### config.mk
export PLATFORM = sky130hd
export DESIGN_NAME = sixteen_to_four_priority_encoder
export DESIGN_NICKNAME = d
export VERILOG_FILES = /design/src/rtl/sixteen_to_four_priority_encoder.sv
export SDC_FILE = /design/constraint.sdc
export NUM_CORES = 1
export LEC_CHECK = 0
export BUFFER_PORTS_ARGS = -buffer_cell sky130_fd_sc_hd__buf_2
export CAP_MARGIN = 20
export CELL_PAD_IN_SITES_DETAIL_PLACEMENT = 1
export CELL_PAD_IN_SITES_GLOBAL_PLACEMENT = 2
export CORE_ASPECT_RATIO = 1.5
export CORE_UTILIZATION = 30
export CTS_CLUSTER_DIAMETER = 100
export DETAILED_ROUTE_END_ITERATION = 8
export HOLD_SLACK_MARGIN = 0.15
export PLACE_DENSITY = 0.94
export SLEW_MARGIN = 20
export SYNTH_ARGS = -nofsm -noshare
export SYNTH_HDL_FRONTEND = slang
export SYNTH_SLANG_ARGS = --single-unit
### constraint.sdc
create_clock -name clk -period 2.34 [get_ports clk]
set_input_delay 0.234 -clock clk [delete_from_list [all_inputs] [get_ports clk]]
set_output_delay 0.234 -clock clk [all_outputs]
set_load 0.03 [all_outputs]
### src/rtl/sixteen_to_four_priority_encoder.sv
// Registered N:log2(N) priority encoder with a one-entry valid/ready output register.
// Define PRIO_ENC_ROUND_ROBIN_EN to replace fixed MSB-first priority with round-robin arbitration.
module sixteen_to_four_priority_encoder #(
  parameter int N     = 16,
  parameter int W     = $clog2(N),
  parameter int CNT_W = 8
) (
  input  logic             clk,
  input  logic             rst_n,
  input  logic             en,
  input  logic             in_valid,
  output logic             in_ready,
  input  logic [N-1:0]     req,
  output logic             out_valid,
  input  logic             out_ready,
  output logic [W-1:0]     code,
  output logic             any,
  output logic             multi,
  output logic [CNT_W-1:0] multi_cnt
);

  logic [N-1:0] g;
  logic [W-1:0] code_next;
  logic         any_next;
  logic         multi_next;
  logic         in_xfer;
  logic         out_xfer;

  assign in_ready = !out_valid || out_ready;
  assign in_xfer  = in_valid && in_ready;
  assign out_xfer = out_valid && out_ready;

  assign g        = en ? req : '0;
  assign any_next = |g;
  // Clearing the lowest set bit leaves something behind only when two or more bits are set.
  assign multi_next = |(g & (g - N'(1)));

`ifdef PRIO_ENC_ROUND_ROBIN_EN
  logic [W-1:0] ptr;
  logic [W-1:0] idx;
  logic         found;

  // Scan upward from ptr; W-bit addition wraps N-1 back to 0 because N is a power of two.
  always_comb begin
    code_next = '0;
    idx       = '0;
    found     = 1'b0;
    for (int k = 0; k < N; k++) begin
      idx = ptr + W'(k);
      if (!found && g[idx]) begin
        code_next = idx;
        found     = 1'b1;
      end
    end
  end

  always_ff @(posedge clk or negedge rst_n) begin
    if (!rst_n) begin
      ptr <= '0;
    end else if (in_xfer && any_next) begin
      ptr <= code_next + W'(1);
    end
  end
`else
  always_comb begin
    code_next = '0;
    for (int i = 0; i < N; i++) begin
      if (g[i]) begin
        code_next = W'(i);
      end
    end
  end
`endif

  // Reloading on an input transfer takes precedence so a simultaneous drain keeps out_valid high.
  always_ff @(posedge clk or negedge rst_n) begin
    if (!rst_n) begin
      out_valid <= 1'b0;
      code      <= '0;
      any       <= 1'b0;
      multi     <= 1'b0;
    end else if (in_xfer) begin
      out_valid <= 1'b1;
      code      <= code_next;
      any       <= any_next;
      multi     <= multi_next;
    end else if (out_xfer) begin
      out_valid <= 1'b0;
    end
  end

  always_ff @(posedge clk or negedge rst_n) begin
    if (!rst_n) begin
      multi_cnt <= '0;
    end else if (in_xfer && multi_next && (multi_cnt != {CNT_W{1'b1}})) begin
      multi_cnt <= multi_cnt + CNT_W'(1);
    end
  end

endmodule

Word-level counts from Yosys, hierarchy flattened
Cells that the tools add are included.
Cells by class
  add/subtract/negate cells: 2
  $mul: 0
  div/mod/pow operators: 0
  magnitude comparators: 0
  equality and inequality tests: 1
  shifts and indexed selects: 0
  mux-type cells: 18
  bitwise logic cells: 1
  reductions and logical operators: 9
Operators with widths (count)
  4-bit two-way mux: 12
  16-bit OR reduction: 2
  16-bit AND: 1
  16-bit two-way mux: 1
  16-bit by 1-bit subtractor with 16-bit output, second input constant: 1
  8-bit by 1-bit adder with 8-bit output, second input constant: 1
  8-bit != test, second input constant: 1
  1-bit logical AND: 4
  2-bit two-way mux: 2
  1-bit two-way mux: 3
  2-bit nonzero test: 1
  1-bit zero test: 1
  1-bit logical OR: 1
Word-level totals
  register bits after elaboration: 15
  latch bits: 0
  RAM bits: 0
  ROM bits: 0
  bits of input ports: 21
  output and inout port bits: 16
  logic and storage cells: 36
  memories kept: 0

Depth between registers and ports, before layout
  word-level depth: 16
  mapped depth: 7
  mapped depth without buffers: 6

Least setup slack after synthesis
No wires, ideal clock.
  kind: input to register
  from: input port req[3]
  to: register multi_cnt[1]
  setup time: 0.125 ns
  arrival time: 1.825 ns
  required time: 2.215 ns
  slack: 0.390 ns
  cell stages on the path: 6
  buffers on the path: 0
  path through: o41a_1 > maj3_2 > o32ai_2 > nand4_4 > nand2_4 > mux2_4
Between the ends
  cells in the longest elaborated chain, start to end: 6
RTL lines
  from (decl): RTL line 13  | input logic [N-1:0] req,
  16-bit two-way mux *: RTL line 33  | assign g = en ? req : '0;
  16-bit by 1-bit subtractor with 16-bit output: RTL line 36  | assign multi_next = |(g & (g - N'(1)));
  16-bit AND *: RTL line 36
  16-bit OR reduction *: RTL line 36
  1-bit logical AND * (2 in a row): RTL line 95  | end else if (in_xfer && multi_next && (multi_cnt != {CNT_W{1'b1}})) begin
  to (signal assigned): RTL line 96  | multi_cnt <= multi_cnt + CNT_W'(1);
  to (decl): RTL line 19  | output logic [CNT_W-1:0] multi_cnt
Every way passes the cells marked *; elsewhere a longest branch is shown, timed or not.
A chain may end at the register's enable or synchronous reset.

Final worst setup path
Ends and elaborated chain as after synthesis.

==> impl_metrics.py <==
metrics = {
    "die": {
        "coreArea_mm2": 0.00345,
        "die_h_um": 75.9,
        "die_area_mm2": 0.00389,
        "io_pins": 37,
        "initial_utilization_pct": 31.6,
        "fp.dieW_um": 51.2,
        "rows": 26,
    },
    "clock_tree": {
        "cts_root_buffer": "clkbuf_8",
        "cts.reportedPaths.clkPinSlew_ps": 60,
        "cts_buffers": 3,
        "max-clock-path-buffers": 2,
        "cts_tree": "done",
        "h-tree-depth": 1,
        "clk_latency_ps": 240,
        "clkSinkCount": 15,
        "cts_resized": 0,
    },
    "yosys": {
        "synth_seq_area_share_pct": 34.4,
        "syn_nets": 144,
        "synthCells": 122,
        "ys_warn_count": 0,
        "avgSynthCellArea_um2": 8.94,
        "synth_cell_type_count": 41,
        "synth_area_mm2": 0.00109,
        "ys_seq_elements": 15,
    },
    "sta": {
        "fmax_ghz": 0.503,
        "relSlewSlack_pct": 71.5,
        "period_needed_ps": 1990,
        "min_period_over_period_pct": 85.0,
        "hold_slack_ps": 276,
        "finalMaxSlewViolations": 0,
        "tightestPinTransition_ps": 425,
        "grt_setup_unrepaired": "no",
        "skew_ps": 1.69,
        "finalSetupViolCount": 0,
        "setup_ws_ps": 351,
        "setup_tns_ps": 0,
        "hold_viol": 0,
    },
    "status": {
        "status": "completed",
    },
    "place": {
        "port_buffers": 36,
        "gp_congestion": 0.851,
        "place_ws_ps": 90.8,
        "hpwl_um": 2530,
    },
    "global_route": {
        "grt_overflow_total": 0,
        "grt_pass1_vias": 1180,
        "track_usage_pct": 17.9,
        "grt_max_degree": 16,
        "antenna_found_initial": 0,
        "grt_pass1_wl_um": 5330,
    },
    "route": {
        "vias": 1152,
        "via_per_inst": 5.62,
        "drt_pass1_iterations": 4,
        "wl_per_cell_um": 15.3,
        "route.detailed.drc": 0,
        "antenna_left": 0,
        "drt-initial-drc-count": 12,
        "routed_wl_um": 3140,
    },
    "setup_path": {
        "crit_family": "compound AO/OA/AOI/OAI gates",
        "cp_data_required_time_ps": 2460,
        "crit_path_end_kind": "flop",
        "cp.arrival_ps": 2110,
        "cp_slowest_cell": "o41a_1",
        "crit_buf_inv": 1,
        "r2r_setup_slack_ps": 560,
        "cp_slowest_stage_delay_ps": 470,
        "path_cells": "buf_2 -> o41a_1 -> maj3_2 -> o32ai_2 -> nand4_4 -> nand2_4 -> mux2_4",
        "critical_path_class": "in2reg",
        "start_kind": "input port",
        "cp_max_fo": 8,
    },
    "cells_and_area": {
        "layout.nets": 186,
        "n_antenna_cell": 0,
        "areaGrowthSynthToFinish_pct": 26.7,
        "drive_gt1_share_pct": 32.5,
        "utilization_pct": 40.1,
    },
    "power": {
        "p_leak_nw": 0.604,
        "power.density_mw_per_mm2": 691,
        "ir_drop_mv": 0.385,
    },
    "min_path": {
        "hp-class": "in2reg",
    },
    "flow_run": {
        "maxCapViolations": 0,
    },
}
worst paths after layout:
path | start | endpoint | cells after the start
min in group asynchronous | rst_n | multi_cnt[4] | 2
worst min register to register | code[3] | code[3] | 2
worst max-delay path | req[3] | multi_cnt[1] | 7
worst min-delay path | in_valid | out_valid | 2
max in group asynchronous | rst_n | out_valid | 2
worst max register to register | multi_cnt[2] | multi_cnt[7] | 6
worst reg2reg max path, delay by kind of cell (launching register included):
kind / cells / cell delay (ps)
DFF: 1 / 420
xor gates and xnor gates: 1 / 140
and+or+nand+nor: 4 / 780
AOI/OAI and AO/OA: 1 / 330
stage by stage:
stage	power, mW	cell area [um2]	std cells
after global placement	0.739	1330	200
after CTS	0.964	1380	205
after floorplan	0.611	1090	122
final	0.955	1380	205
after global routing	1.02	1380	205
after detailed placement	0.760	1330	200
routing by layer:
| metal | vias to the layer above | global-route usage [%] | share of wire [%] |
|---|---|---|---|
| li1 | 543 | - | - |
| met1 | 542 | 19.8 | 41 |
| met2 | 55 | 35.5 | 52 |
| met3 | 12 | 2.40 | 5.1 |
| met4 | 0 | 4.50 | 1.7 |
| met5 | - | 0 | 0 |
cells by family after synthesis:
logic type                 count (synthesis)  synth area share [%]
AOI/OAI and AO/OA                         36                  25.7
xor gates and xnor gates                   7                  5.62
adders and majority gates                  2                  2.18
buffers and inverters                      7                  2.75
DFF                                       15                  34.4
muxes                                      1                  1.38
and+or+nand+nor                           54                  28.0
cells in the final DEF (no fill, tap or decap), types with 5 or more instances in the layout:
cell / n
nor2_1: 7
o21ai_0: 5
inv_1: 5
nor3_1: 6
nand2_1: 16
o21ai_1: 7
nand3_1: 6
a21oi_1: 5
buf_2: 36
xnor2_1: 7
dfrtp_1: 15
power breakdown:
group	switching [mW]	internal [mW]	leakage, nW
Combinational	0.248	0.135	0.393
Sequential	0.0578	0.316	0.188
Clock	0.0788	0.120	0.0228
Total	0.385	0.571	0.604
state kept, by name, indices dropped and copies added, names as in the netlist:
signal     cells
multi_cnt      8
code           4
any            1
multi          1
out_valid      1
synth_stat cells (all sizes together):
cell type,count,area [um2]
a211oi,1,7.51
o32ai,1,16.3
nand4,4,40.0
a31oi,2,12.5
nor4,5,43.8
inv,5,18.8
xnor2,7,61.3
a22oi,1,7.51
o21bai,1,7.51
and3,3,23.8
mux2,1,15.0
maj3,1,11.3
nor2b,1,6.26
nand2,17,71.3
nor2,7,26.3
nor3,6,30.0
o21ai,12,60.1
a21oi,5,25.0
a2111oi,2,42.5
a21boi,2,15.0
o41ai,1,16.3
a221oi,1,8.76
nand3,6,30.0
nand4b,1,8.76
a41oi,1,8.76
nand2b,3,18.8
a211o,1,8.76
clkbuf,1,3.75
buf,1,7.51
or2,1,6.26
dfrtp,15,375
o31ai,3,22.5
ha,1,12.5
o311a,1,10.0
o41a,1,11.3
final cells by class:
| type | count | area, um2 |
|---|---|---|
| Tap cell | 42 | 52.6 |
| Timing Repair Buffer | 39 | 205 |
| Inverter | 5 | 18.8 |
| Sequential cell | 15 | 375 |
| Clock buffer | 4 | 45.0 |
| Fill cell | 439 | 2070 |
| Multi-Input combinational cell | 100 | 686 |
repair_timing:
action,4_1_cts,5_1_grt
hold buffers,1,0
buffers inserted,0,0
endpoints found under the hold margin,15,0
No activity file was read; power rests on OpenSTA's default activity.
